`src/rtl/jt_sfg01_pkg.sv`:
```
// Shared definitions for the SFG-01 audio path.
//   JTSFG01_DW         default sample width per channel
//   JTSFG01_FRAME_BITS I2S frame length in bclk periods (left + right)
//   JTSFG01_FM_PERIOD  FM core sample period in clk cycles
//   stereo_t           packed stereo word, left channel in the upper half
package jt_sfg01_pkg;

  localparam int JTSFG01_DW         = 16;
  localparam int JTSFG01_FRAME_BITS = 2 * JTSFG01_DW;
  localparam int JTSFG01_FM_PERIOD  = 64;

  typedef struct packed {
    logic signed [JTSFG01_DW-1:0] left;
    logic signed [JTSFG01_DW-1:0] right;
  } stereo_t;

endpackage

```
`src/rtl/jt_sfg01_i2s_clkgen.sv`:
```
// I2S timing generator: bclk divider, bit counter and word select.
// Ports:
//   clk, rst_n  system clock, asynchronous active-low reset
//   bclk        bit clock, clk/(2*DIV)
//   lrck        word select, 0 = left, 1 = right (registered)
//   frame       registered one-clk pulse on the edge a new frame begins
//   fall        combinational: bclk goes 1->0 at the next clk edge
//   fstart      combinational: that fall also wraps the bit counter
module jt_sfg01_i2s_clkgen
  import jt_sfg01_pkg::*;
#(
  parameter int DW  = JTSFG01_DW,
  parameter int DIV = 1
) (
  input  logic clk,
  input  logic rst_n,
  output logic bclk,
  output logic lrck,
  output logic frame,
  output logic fall,
  output logic fstart
);

  localparam int DIVW = (DIV > 1) ? $clog2(DIV) : 1;
  localparam int BW   = $clog2(2 * DW);
  localparam logic [BW-1:0] LAST_BIT = BW'(2 * DW - 1);

  logic [DIVW-1:0] div_cnt;
  logic [BW-1:0]   bit_cnt;
  logic [BW-1:0]   bit_nxt;
  logic            div_end;

  assign div_end = (div_cnt == DIVW'(DIV - 1));
  assign fall    = div_end && bclk;
  assign fstart  = fall && (bit_cnt == LAST_BIT);
  assign bit_nxt = fstart ? '0 : bit_cnt + BW'(1);

  always_ff @(posedge clk or negedge rst_n) begin
    if (!rst_n) begin
      div_cnt <= '0;
      bclk    <= 1'b0;
      bit_cnt <= LAST_BIT;
      lrck    <= 1'b1;
      frame   <= 1'b0;
    end else begin
      frame <= fstart;
      if (div_end) begin
        div_cnt <= '0;
        bclk    <= ~bclk;
      end else begin
        div_cnt <= div_cnt + DIVW'(1);
      end
      if (fall) begin
        bit_cnt <= bit_nxt;
        lrck    <= (bit_nxt >= BW'(DW));
      end
    end
  end

endmodule

```
`src/rtl/jt_sfg01_i2s.sv`:
```
// Stereo Philips-I2S serializer for the SFG-01 FM core output.
// Optional feature macro: JTSFG01_I2S_MUTE_EN (adds the mute input).
// Ports:
//   clk, rst_n      system clock, asynchronous active-low reset
//   xleft, xright   signed samples, valid while sample is high
//   sample          one-clk sample strobe
//   mute            soft mute, sampled at frame start (macro only)
//   bclk, lrck      I2S bit clock and word select
//   sdata           serial data, MSB first, one-bit I2S delay
//   frame           one-clk pulse at each frame start
//   underrun        frame started with no new sample (word repeated)
//   overrun         pending sample overwritten before use
module jt_sfg01_i2s
  import jt_sfg01_pkg::*;
#(
  parameter int DW  = JTSFG01_DW,
  parameter int DIV = 1
) (
  input  logic          clk,
  input  logic          rst_n,
  input  logic [DW-1:0] xleft,
  input  logic [DW-1:0] xright,
  input  logic          sample,
`ifdef JTSFG01_I2S_MUTE_EN
  input  logic          mute,
`endif
  output logic          bclk,
  output logic          lrck,
  output logic          sdata,
  output logic          frame,
  output logic          underrun,
  output logic          overrun
);

  localparam int WW = 2 * DW;

  logic [WW-1:0] pending;
  logic [WW-1:0] active;
  logic [WW-1:0] shreg;
  logic [WW-1:0] in_word;
  logic [WW-1:0] next_active;
  logic          pend_v;
  logic          fall;
  logic          fstart;
  logic          mute_now;

  jt_sfg01_i2s_clkgen #(
    .DW  (DW),
    .DIV (DIV)
  ) u_clkgen (
    .clk    (clk),
    .rst_n  (rst_n),
    .bclk   (bclk),
    .lrck   (lrck),
    .frame  (frame),
    .fall   (fall),
    .fstart (fstart)
  );

`ifdef JTSFG01_I2S_MUTE_EN
  assign mute_now = mute;
`else
  assign mute_now = 1'b0;
`endif

  assign in_word = {xleft, xright};

  // Word loaded at frame start: pending wins over a coincident strobe,
  // a coincident strobe wins over repeating the previous frame.
  always_comb begin
    next_active = active;
    if (pend_v)
      next_active = pending;
    else if (sample)
      next_active = in_word;
    if (mute_now)
      next_active = '0;
  end

  always_ff @(posedge clk or negedge rst_n) begin
    if (!rst_n) begin
      pending  <= '0;
      pend_v   <= 1'b0;
      active   <= '0;
      shreg    <= '0;
      sdata    <= 1'b0;
      underrun <= 1'b0;
      overrun  <= 1'b0;
    end else begin
      underrun <= 1'b0;
      overrun  <= 1'b0;
      if (fstart) begin
        active <= next_active;
        shreg  <= next_active;
        if (!pend_v && !sample)
          underrun <= 1'b1;
        if (pend_v && !sample)
          pend_v <= 1'b0;
        if (pend_v && sample)
          pending <= in_word;
      end else if (sample) begin
        pending <= in_word;
        pend_v  <= 1'b1;
        overrun <= pend_v;
      end
      // The shift register MSB after the last shift is the previous
      // word's right LSB, which becomes bit 0 of the next frame.
      if (fall) begin
        sdata <= shreg[WW-1];
        if (!fstart)
          shreg <= {shreg[WW-2:0], 1'b0};
      end
    end
  end

endmodule

```
`config.mk`:
```
export PLATFORM = sky130hd
export DESIGN_NAME = jt_sfg01_i2s
export DESIGN_NICKNAME = d
export VERILOG_FILES = /design/src/rtl/jt_sfg01_pkg.sv /design/src/rtl/jt_sfg01_i2s_clkgen.sv /design/src/rtl/jt_sfg01_i2s.sv
export SDC_FILE = /design/constraint.sdc
export NUM_CORES = 1
export LEC_CHECK = 0
export CORE_ASPECT_RATIO = 1.25
export CORE_UTILIZATION = 45
export DETAILED_ROUTE_END_ITERATION = 7
export GPL_TIMING_DRIVEN = 0
export SLEW_MARGIN = 10
export SYNTH_ARGS = -nofsm -noshare
export SYNTH_HDL_FRONTEND = slang
export SYNTH_SLANG_ARGS = --single-unit
export TNS_END_PERCENT = 100
```
`constraint.sdc`:
```
create_clock -name clk -period 4.3 [get_ports clk]
set_input_delay 1.075 -clock clk [delete_from_list [all_inputs] [get_ports clk]]
set_output_delay 1.075 -clock clk [all_outputs]
set_load 0.01 [all_outputs]
```
==> results.yml <==
logic_synthesis:
  syn_area_per_cell_um2: 13.6
  synth-xor-area-share: 0
  syn_inst: 362
  syn-cell-area_um2: 4910
  synthMuxAreaShare: 0.144
  synth_cell_type_count: 35
  synthSimpleGateAreaFrac: 0.0563
  synth_nets: 399
  ys_warn_count: 0
  synthAdderAreaFrac: 0.00509
  synth_top_family_by_area: "compound AO/OA/AOI/OAI gates"
  synth_compound_area_frac: 0.198
  synth-seq-cells: 107
  ys_seq_area_frac: 0.546
clocking:
  htreeDepth: 3
  clock-root-buffer: "clkbuf_16"
  cts_hold_buf: 0
  clockBufferDepth: 2
  cts_tree: "yes"
  cts_resized: 0
  clkTransAtPathRegs_ns: 0.07
  post_cts_buffers: 0
  cts.sinks: 107
  cts_made_buffers: 9
  clock_latency_ns: 0.34
routing:
  initialDrtViolationCount: 101
  drc: 0
  viasPerCell: 5.57
  vias: 3063
  wl_per_cell_um: 17.9
  drt_wl_total_mm: 9.82
  first_pass_iters: 4
  ant_nets: 0
power:
  power.density_nw_per_um2: 360
  switchingPower_uw: 441
  power.internal_uw: 1660
  peakVddDrop_uv: 156
  p_sw_frac: 0.210
  p_clk_frac: 0.428
  power.leakage_uw: 0.00239
  combinationalPowerShare: 0.071
  finalPower_uw: 2100
  p_seq_frac: 0.501
sta:
  clock_skew_ns: 0.00842
  max_slew_margin: 0.680
  tns_ns: 0
  worstMarginPinSlew_ns: 0.479
  fmaxAchievable_mhz: 401
  fin_crit_sh: 0.580
  slew_violations: 0
  fin_hold_ws_ns: 0.477
  hold_viol: 0
  setup_viol: 0
  fin_crit_ns: 2.50
  setup_slack_ns: 1.80
  rsz0062_at_grt: "no"
die:
  die_w_um: 95.5
  start_util: 0.463
  row_count: 42
  die_area_um2: 11300
  ios: 41
  chipHeight_um: 119
  coreArea_um2: 10600
critical_path:
  crit_path_end_kind: "output port"
  worst_setup_path_start_kind: "flip-flop"
  critical_path_class: "reg2out"
  cp_top_family: "flip-flops"
  max_stage_delay_ns: 0.55
  r2r-end: "pending[30]"
  path_buf_inv: 1
  cp_slowest_cell: "dfstp_2"
  reg2reg_slack_ns: 2.04
  cp_data_required_time_ns: 3.22
  crit_chain: "clkdlybuf4s50_1"
  rr_startpoint: "u_clkgen.bit_cnt[0]"
  rr_worst_depth: 7
  cp_max_fo: 3
  cp_data_arrival_time_ns: 1.42
grt:
  grt_util_all_layers: 0.193
  grt_max_degree: 59
  grt_overflow_total: 0
  grt_pass1_vias: 3271
  grt_pass1_wl_mm: 16.7
  antenna_found_initial: 0
place:
  port-buffer-count: 39
  finalWeightedCongestion: 0.733
  hpwl_mm: 6.57
  post-place-ws_ns: 2.01
min_path:
  min_path_type: "reg2reg"
  hold_start: "active[0]"
  holdPathStages: 2
  min_to: "active[0]"
run_status:
  status: "complete, no violations"
layout:
  fin_nets: 450
  syn_to_final_growth_pct: 18.6
  ff_latch_area_um2: 2680
  n_antenna_cell: 0
  multi_input_area_um2: 1980
  final_layout_size_suffix_gt1_frac: 0.222
  post-route-util: 0.549
  fillers: 916
run:
  cap_violations: 0
==> per-layer routing <==
layer,global-route usage,wire length [µm]
met1,0.274,4760
met2,0.300,4630
met3,0.0345,285
met4,0.0597,143
met5,0,0
==> kinds of logic (layout without fill, tap and decap cells) <==
| kind of cell | after synthesis | count (layout) |
|---|---|---|
| and+or+nand+nor | 49 | 49 |
| muxes | 66 | 66 |
| buffers and inverters | 34 | 90 |
| DFF | 107 | 107 |
| adders and majority gates | 2 | 2 |
| AOI/OAI and AO/OA | 104 | 104 |
==> worst max path at each step <==
stage                         from     endpoint  slack, ns  cells past startpoint
2_1_floorplan               sample    shreg[30]       2.24                      5
4_1_cts        u_clkgen.bit_cnt[4]         lrck       1.79                      1
3_5_place_dp   u_clkgen.bit_cnt[0]  pending[30]       2.01                      7
6_report       u_clkgen.bit_cnt[4]         lrck       1.80                      1
5_1_grt        u_clkgen.bit_cnt[4]         lrck       1.78                      1
3_3_place_gp                 rst_n  pending[10]      -2.03                      1
==> stage by stage <==
step	std cells	instance area, µm²
after floorplan	362	4910
after global placement	533	5470
after detailed placement	534	5500
after CTS	550	5830
after global routing	550	5830
final	550	5830
==> registers in the layout, summed over array words and instances (netlist names) <==
| signal | flops |
|---|---|
| shreg | 32 |
| sdata | 1 |
| active | 32 |
| pend_v | 1 |
| underrun | 1 |
| u_clkgen.bit_cnt | 5 |
| pending | 32 |
| u_clkgen.frame | 1 |
| overrun | 1 |
| u_clkgen.bclk | 1 |
==> cell usage after synthesis <==
| library cell | instances | area (µm²) |
|---|---|---|
| buf_2 | 7 | 35.0 |
| a31oi_1 | 1 | 6.26 |
| buf_6 | 13 | 146 |
| ha_1 | 2 | 25.0 |
| and3_1 | 2 | 12.5 |
| nand2_2 | 1 | 6.26 |
| o21ai_1 | 2 | 10.0 |
| o31ai_1 | 1 | 7.51 |
| mux2_2 | 17 | 191 |
| a211oi_1 | 4 | 30.0 |
| a22o_1 | 2 | 17.5 |
| inv_2 | 1 | 3.75 |
| nand2b_1 | 3 | 18.8 |
| dfrtp_1 | 102 | 2550 |
| o211ai_1 | 2 | 15.0 |
| mux2i_1 | 30 | 300 |
| a211oi_2 | 25 | 313 |
| nand3_1 | 1 | 5.00 |
| nor2b_1 | 30 | 188 |
| nor2_1 | 2 | 7.51 |
| a21o_1 | 29 | 218 |
| buf_4 | 4 | 30.0 |
| a221o_1 | 29 | 290 |
| clkbuf_1 | 4 | 15.0 |
| mux2_1 | 19 | 214 |
| o21ai_4 | 1 | 16.3 |
| clkbuf_2 | 1 | 5.00 |
| nor3_1 | 1 | 5.00 |
| o211ai_2 | 1 | 12.5 |
| nand2_1 | 9 | 33.8 |
| clkinv_1 | 1 | 3.75 |
| dfstp_2 | 5 | 131 |
| a21oi_1 | 2 | 10.0 |
| o21ai_0 | 5 | 25.0 |
| inv_1 | 3 | 11.3 |
==> final cells by class <==
type,count,share of cell area
Timing Repair Buffer,40,0.0720
Buffer,29,0.0397
Inverter,5,0.00322
Clock buffer,12,0.0440
Sequential cell,107,0.461
Clock inverter,4,0.0125
Tap cell,132,0.0284
Multi-Input combinational cell,221,0.340
==> power by group through the flow <==
stage | logic (µW) | clock network [µW] | registers (µW)
after floorplan | 80.2 | 0 | 1070
after global placement | 147 | 0 | 1070
after detailed placement | 153 | 0 | 1070
after CTS | 154 | 916 | 1050
after global routing | 166 | 961 | 1050
final | 149 | 897 | 1050
==> placed cells by master (no fill, tap or decap), types with 9 or more instances in the layout <==
| cell type | count |
|---|---|
| dfrtp_1 | 102 |
| clkdlybuf4s50_1 | 38 |
| nor2b_1 | 30 |
| mux2i_1 | 30 |
| a221o_1 | 29 |
| a21o_1 | 29 |
| a211oi_2 | 25 |
| mux2_1 | 19 |
| mux2_2 | 17 |
| buf_6 | 14 |
| nand2_1 | 9 |
| clkbuf_16 | 9 |
(Power assumes the default switching activity.)
==> RTL edit 1: new RTL, same settings <==
The package constant `JTSFG01_DW` goes from 16 to 32.
--- a/src/rtl/jt_sfg01_pkg.sv
+++ b/src/rtl/jt_sfg01_pkg.sv
@@ -7,3 +7,3 @@
 
-  localparam int JTSFG01_DW         = 16;
+  localparam int JTSFG01_DW         = 32;
   localparam int JTSFG01_FRAME_BITS = 2 * JTSFG01_DW;
Ports: changed (resized xleft and xright); port bits go from 41 to 73. No check against the original RTL was run, so the function may have changed too.
==> RTL edit 1 against the unedited design <==
Non-clock buffer count increased by 72; design area up 92%; sequential cell count grew 97; die area rose by 90%; register-to-register slack improved by 90 ps; area after synthesis up 92%; total power is 99% higher; clock power increased by 110%; utilization increased by 0.29 points; setup slack worse by 210 ps; wire length is 140% higher; critical path type unchanged.
==> RTL edit 1: results (changes against the unedited design) <==
Worst EP arrival=1630 ps (was 1420 ps); count of unique library cells instantiated by Yosys=32 (was 35); post-placement worst setup slack=1580 ps (was 2010 ps); clk pwr=1.85 mW (was 897 uW); first-pass GRT wire length=38400 um (was 16700 um); Clock Path Buffers=3 (was 2); Cell Area, Placed=10500 um^2 (was 5500 um^2); worst rel slew slack=40.9% (was 68.0%); setup slack, reg-to-reg=2130 ps (was 2040 ps); hold_ws=488 ps (was 477 ps); Syn Nets=853 (was 399); Pleak=4.56 nW (was 2.39 nW); dominant cells by area after synthesis=dfrtp_1, mux2_2, o21ai_0, mux2i_1, mux2_1 (was dfrtp_1, a211oi_2, mux2i_1, a221o_1, a21o_1); DR iter-0 viols=359 (was 101); final WL=23800 um (was 9820 um); Num CTS Buffers=22 (was 9); Worst VDD drop=274 uV (was 156 uV); status=finished clean (unchanged); worst min path class=register to register (unchanged); worst-path fanout max=5 (was 3); top flop regs=active: 64 flops, pending: 64 flops, shreg: 64 flops (was active: 32 flops, pending: 32 flops, shreg: 32 flops); asr flop ratio synth=100% (unchanged); largest net degree at the start of global routing=116 (was 59); crit-path max cell delay=580 ps (was 550 ps); routed via count=6832 (was 3063); post-layout net count=949 (was 450); H-tree level count=1 (was 3); clock skew=10.1 ps (was 8.42 ps); Detail Placement HPWL=16100 um (was 6570 um); Via density=5.86 (was 5.57); routability cong.=0.813 (was 0.733); Post-synth top cells=dfrtp_1, o21ai_0, mux2_2, mux2i_1, o221ai_1 (was dfrtp_1, mux2i_1, nor2b_1, a21o_1, a221o_1); Final min period=2710 ps (was 2500 ps); Seq pwr share=48.2% (was 50.1%); insertion delay of the later-clocked pin in the worst-skew pair=500 ps (was 340 ps); via count of the first global-routing pass=7097 (was 3271); Seq/Total Area, Yosys=54.2% (was 54.6%); Placed Cells=1127 (was 534); Mapped Cells=785 (was 362); port buffer count=71 (was 39); share of layout cells above drive strength 1=16.8% (was 22.2%); All-Layer GR Usage=22.5% (was 19.3%); DRT Pass-1 Iters=5 (was 4); Net Sw Frac=22.8% (was 21.0%); Final Total Pwr=4.17 mW (was 2.10 mW)
[RTL edit 1: changes by cell type after synthesis, moves of 25 or more]
| cell | delta |
|---|---|
| nand2_1 | +27 |
| inv_1 | +32 |
| mux2_2 | +63 |
| a21o_1 | -29 |
| mux2i_1 | +34 |
| a221o_1 | -29 |
| nor2b_1 | -30 |
| dfrtp_1 | +96 |
| o211ai_1 | +28 |
| o221ai_1 | +62 |
| mux2_1 | +30 |
| a211oi_2 | -25 |
| o21ai_0 | +125 |
| clkbuf_1 | +36 |
[RTL edit 1: cell families after synthesis]
group	synth area share (%)
DFF	54.2
xor gates and xnor gates	0.371
muxes	22.2
buffers and inverters	5.08
adders and majority gates	0.133
and+or+nand+nor	2.54
AOI/OAI and AO/OA	15.5
[RTL edit 1: final cells by class]
cell class,instances,area (um^2)
clock inverters,5,56.3
clock buffers,33,633
repair buffers,72,743
inverters,35,131
flip-flops and latches,204,5110
plain buffers,69,348
fillers,1726,9110
well taps,270,338
multi-input cells,477,3850
[RTL edit 1: routing by layer]
| layer | track usage, % | part of all wire (%) | vias up |
|---|---|---|---|
| li1 | - | - | 3093 |
| met1 | 29.1 | 43 | 3506 |
| met2 | 38.6 | 50 | 177 |
| met3 | 2.93 | 4.2 | 56 |
| met4 | 8.30 | 2.7 | 0 |
| met5 | 0 | 0 | - |
[RTL edit 1: path summary, 6_finish.rpt]
path | start | depth (start not counted) | endpoint
worst max register to register | u_clkgen.bit_cnt[0] | 6 | active[56]
max in group asynchronous | rst_n | 2 | active[29]
worst max-delay path | u_clkgen.bit_cnt[5] | 1 | lrck
min in group asynchronous | rst_n | 1 | pending[12]
worst min-delay path | shreg[61] | 2 | shreg[61]
worst min register to register | shreg[61] | 2 | shreg[61]
==> RTL edit 2: new RTL, same flow settings <==
Made on the original files. Register the output `sdata` once more; this adds one clock of latency there. The other outputs are not delayed to match.
--- a/src/rtl/jt_sfg01_i2s.sv
+++ b/src/rtl/jt_sfg01_i2s.sv
@@ -35,2 +35,4 @@
   localparam int WW = 2 * DW;
+
+  logic sdata_s0;
 
@@ -85,3 +87,3 @@
       shreg    <= '0;
-      sdata    <= 1'b0;
+      sdata_s0 <= 1'b0;
       underrun <= 1'b0;
@@ -108,3 +110,3 @@
       if (fall) begin
-        sdata <= shreg[WW-1];
+        sdata_s0 <= shreg[WW-1];
         if (!fstart)
@@ -115,2 +117,6 @@
 
+  always_ff @(posedge clk) begin
+    sdata <= sdata_s0;
+  end
+
 endmodule
Check against the original RTL: not equivalent (Yosys sat finds a counterexample within 10 cycles, from zero or initial values and one cycle with rst_n low).
==> RTL edit 2 against the unedited design <==
Clock skew shrank 1.8 ps; setup slack gained 5.0 ps; total power shrank 6.1%; wire length shrank 1.2%; die area grew 0.40%; count of clock-buffer cells in the layout is the same; design area shrank 0.64%; non-clock buffer count is the same; critical path depth is the same; cell count grew 0.18%; register-to-register slack is essentially flat; sequential cell count grew 1; area after synthesis grew 0.41%; critical path type unchanged; largest cell class unchanged; largest power group unchanged.
==> RTL edit 2: results (changes against the unedited design) <==
hold path startpoint=sdata_s0 (was active[0]); largest net degree at the start of global routing=62 (was 59); met1 usage=25.3% (was 27.4%); hold_ws=374 ps (was 477 ps); Worst EP arrival=1420 ps (about the same); Pleak=2.37 nW (was 2.39 nW); Wirelength per Cell=17.6 um (was 17.9 um); Clock Path Buffers=2 (unchanged); port buffer count=39 (unchanged); CP delay by family, top=flip-flops (unchanged); CP max stage cell=dfstp_2 (unchanged); routability cong.=0.700 (was 0.733); hold depth=0 (was 2); Seq/Total Area, Yosys=54.8% (was 54.6%); root cell of the clock tree=clkbuf_16 (unchanged); post-layout net count=451 (was 450); clock skew=6.58 ps (was 8.42 ps); asr flop ratio synth=99.1% (was 100%); post-placement worst setup slack=2020 ps (was 2010 ps); first-pass GRT wire length=16200 um (was 16700 um); Max Fclk=402 MHz (was 401 MHz); met2 GRT Util=30.6% (was 30.0%); All-Layer GR Usage=18.8% (was 19.3%); status=finished clean (unchanged); routed wire length on met3=174 um (was 285 um); reg-to-reg startpoint=u_clkgen.bit_cnt[0] (unchanged); Worst Tran Pin Value=477 ps (was 479 ps); Post-synth top cells=dfrtp_1, mux2i_1, nor2b_1, a21o_1, a221o_1 (unchanged); Syn Nets=400 (was 399); dominant cells by area after synthesis=dfrtp_1, a211oi_2, mux2i_1, a221o_1, a21o_1 (unchanged); DR iter-0 viols=99 (was 101); Worst VDD drop=198 uV (was 156 uV); Num CTS Buffers=9 (unchanged); top flop regs=active: 32 flops, pending: 32 flops, shreg: 32 flops (unchanged); crit-path max cell delay=550 ps (about the same); setup slack, reg-to-reg=2040 ps (about the same); M1 wire length=4420 um (was 4760 um); routed via count=3064 (was 3063); Fill cells=913 (was 916); max layer used=met4 (unchanged); FF-to-FF End=pending[30] (unchanged); initial antenna violation count=0 (unchanged); Clk pin slew, worst setup/hold paths=70 ps (about the same); met2 wire len=4920 um (was 4630 um); postcts setup bufs=0 (unchanged); met3 Resource Use GR=2.36% (was 3.45%); count of unique library cells instantiated by Yosys=36 (was 35); PostCTS Resize Cnt=0 (unchanged); via count of the first global-routing pass=3249 (was 3271); commonest register cell after synthesis=dfrtp_1 (unchanged); Detail Placement HPWL=6600 um (was 6570 um); insertion delay of the later-clocked pin in the worst-skew pair=340 ps (about the same); share of layout cells above drive strength 1=22.0% (was 22.2%); Hold Path Sink=sdata (was active[0])
-- RTL edit 2: cell types whose count changed after synthesis, sizes merged --
cell | before | now
dfxtp | 0 | 1
-- RTL edit 2: final cells by class --
class                   count  area [um^2]  area share (%)
plain buffers              29          231            4.00
clock buffers              12          246            4.26
clock inverters             4         25.0           0.432
inverters                   5         18.8           0.324
multi-input cells         221         1980            34.2
flip-flops and latches    108         2700            46.7
well taps                 132          165            2.85
repair buffers             40          419            7.24
-- RTL edit 2: kinds of logic (layout without fill, tap and decap cells) --
family          after synthesis  after routing  synth area share [%]
fa+ha+maj                     2              2                 0.507
buf+inv                      34             90                  5.07
mux                          66             66                  14.3
simple gates                 49             49                  5.61
flops                       108            108                  54.8
compound gates              104            104                  19.7
-- RTL edit 2: where the power goes --
part           switching (mW)  internal (mW)  total [mW]
Sequential             0.0149           1.05        1.06
Combinational          0.0701         0.0786       0.149
Clock                   0.353          0.407       0.760
Total                   0.438           1.53        1.97
-- RTL edit 2: worst max-delay path by stage --
stage | start | to | cells after the start
2_1_floorplan | sample | shreg[30] | 5
3_5_place_dp | u_clkgen.bit_cnt[0] | pending[30] | 7
3_3_place_gp | rst_n | pending[18] | 1
6_report | u_clkgen.bit_cnt[4] | lrck | 1
4_1_cts | u_clkgen.bit_cnt[4] | lrck | 1
5_1_grt | u_clkgen.bit_cnt[4] | lrck | 1
-- RTL edit 2: metrics by stage --
step / total power, mW / area (um^2) / instances
after floorplan: 1.16 / 4930 / 363
after global routing: 2.06 / 5790 / 551
final: 1.97 / 5790 / 551
after detailed placement: 1.23 / 5520 / 535
after CTS: 2.00 / 5790 / 551
after global placement: 1.23 / 5490 / 534
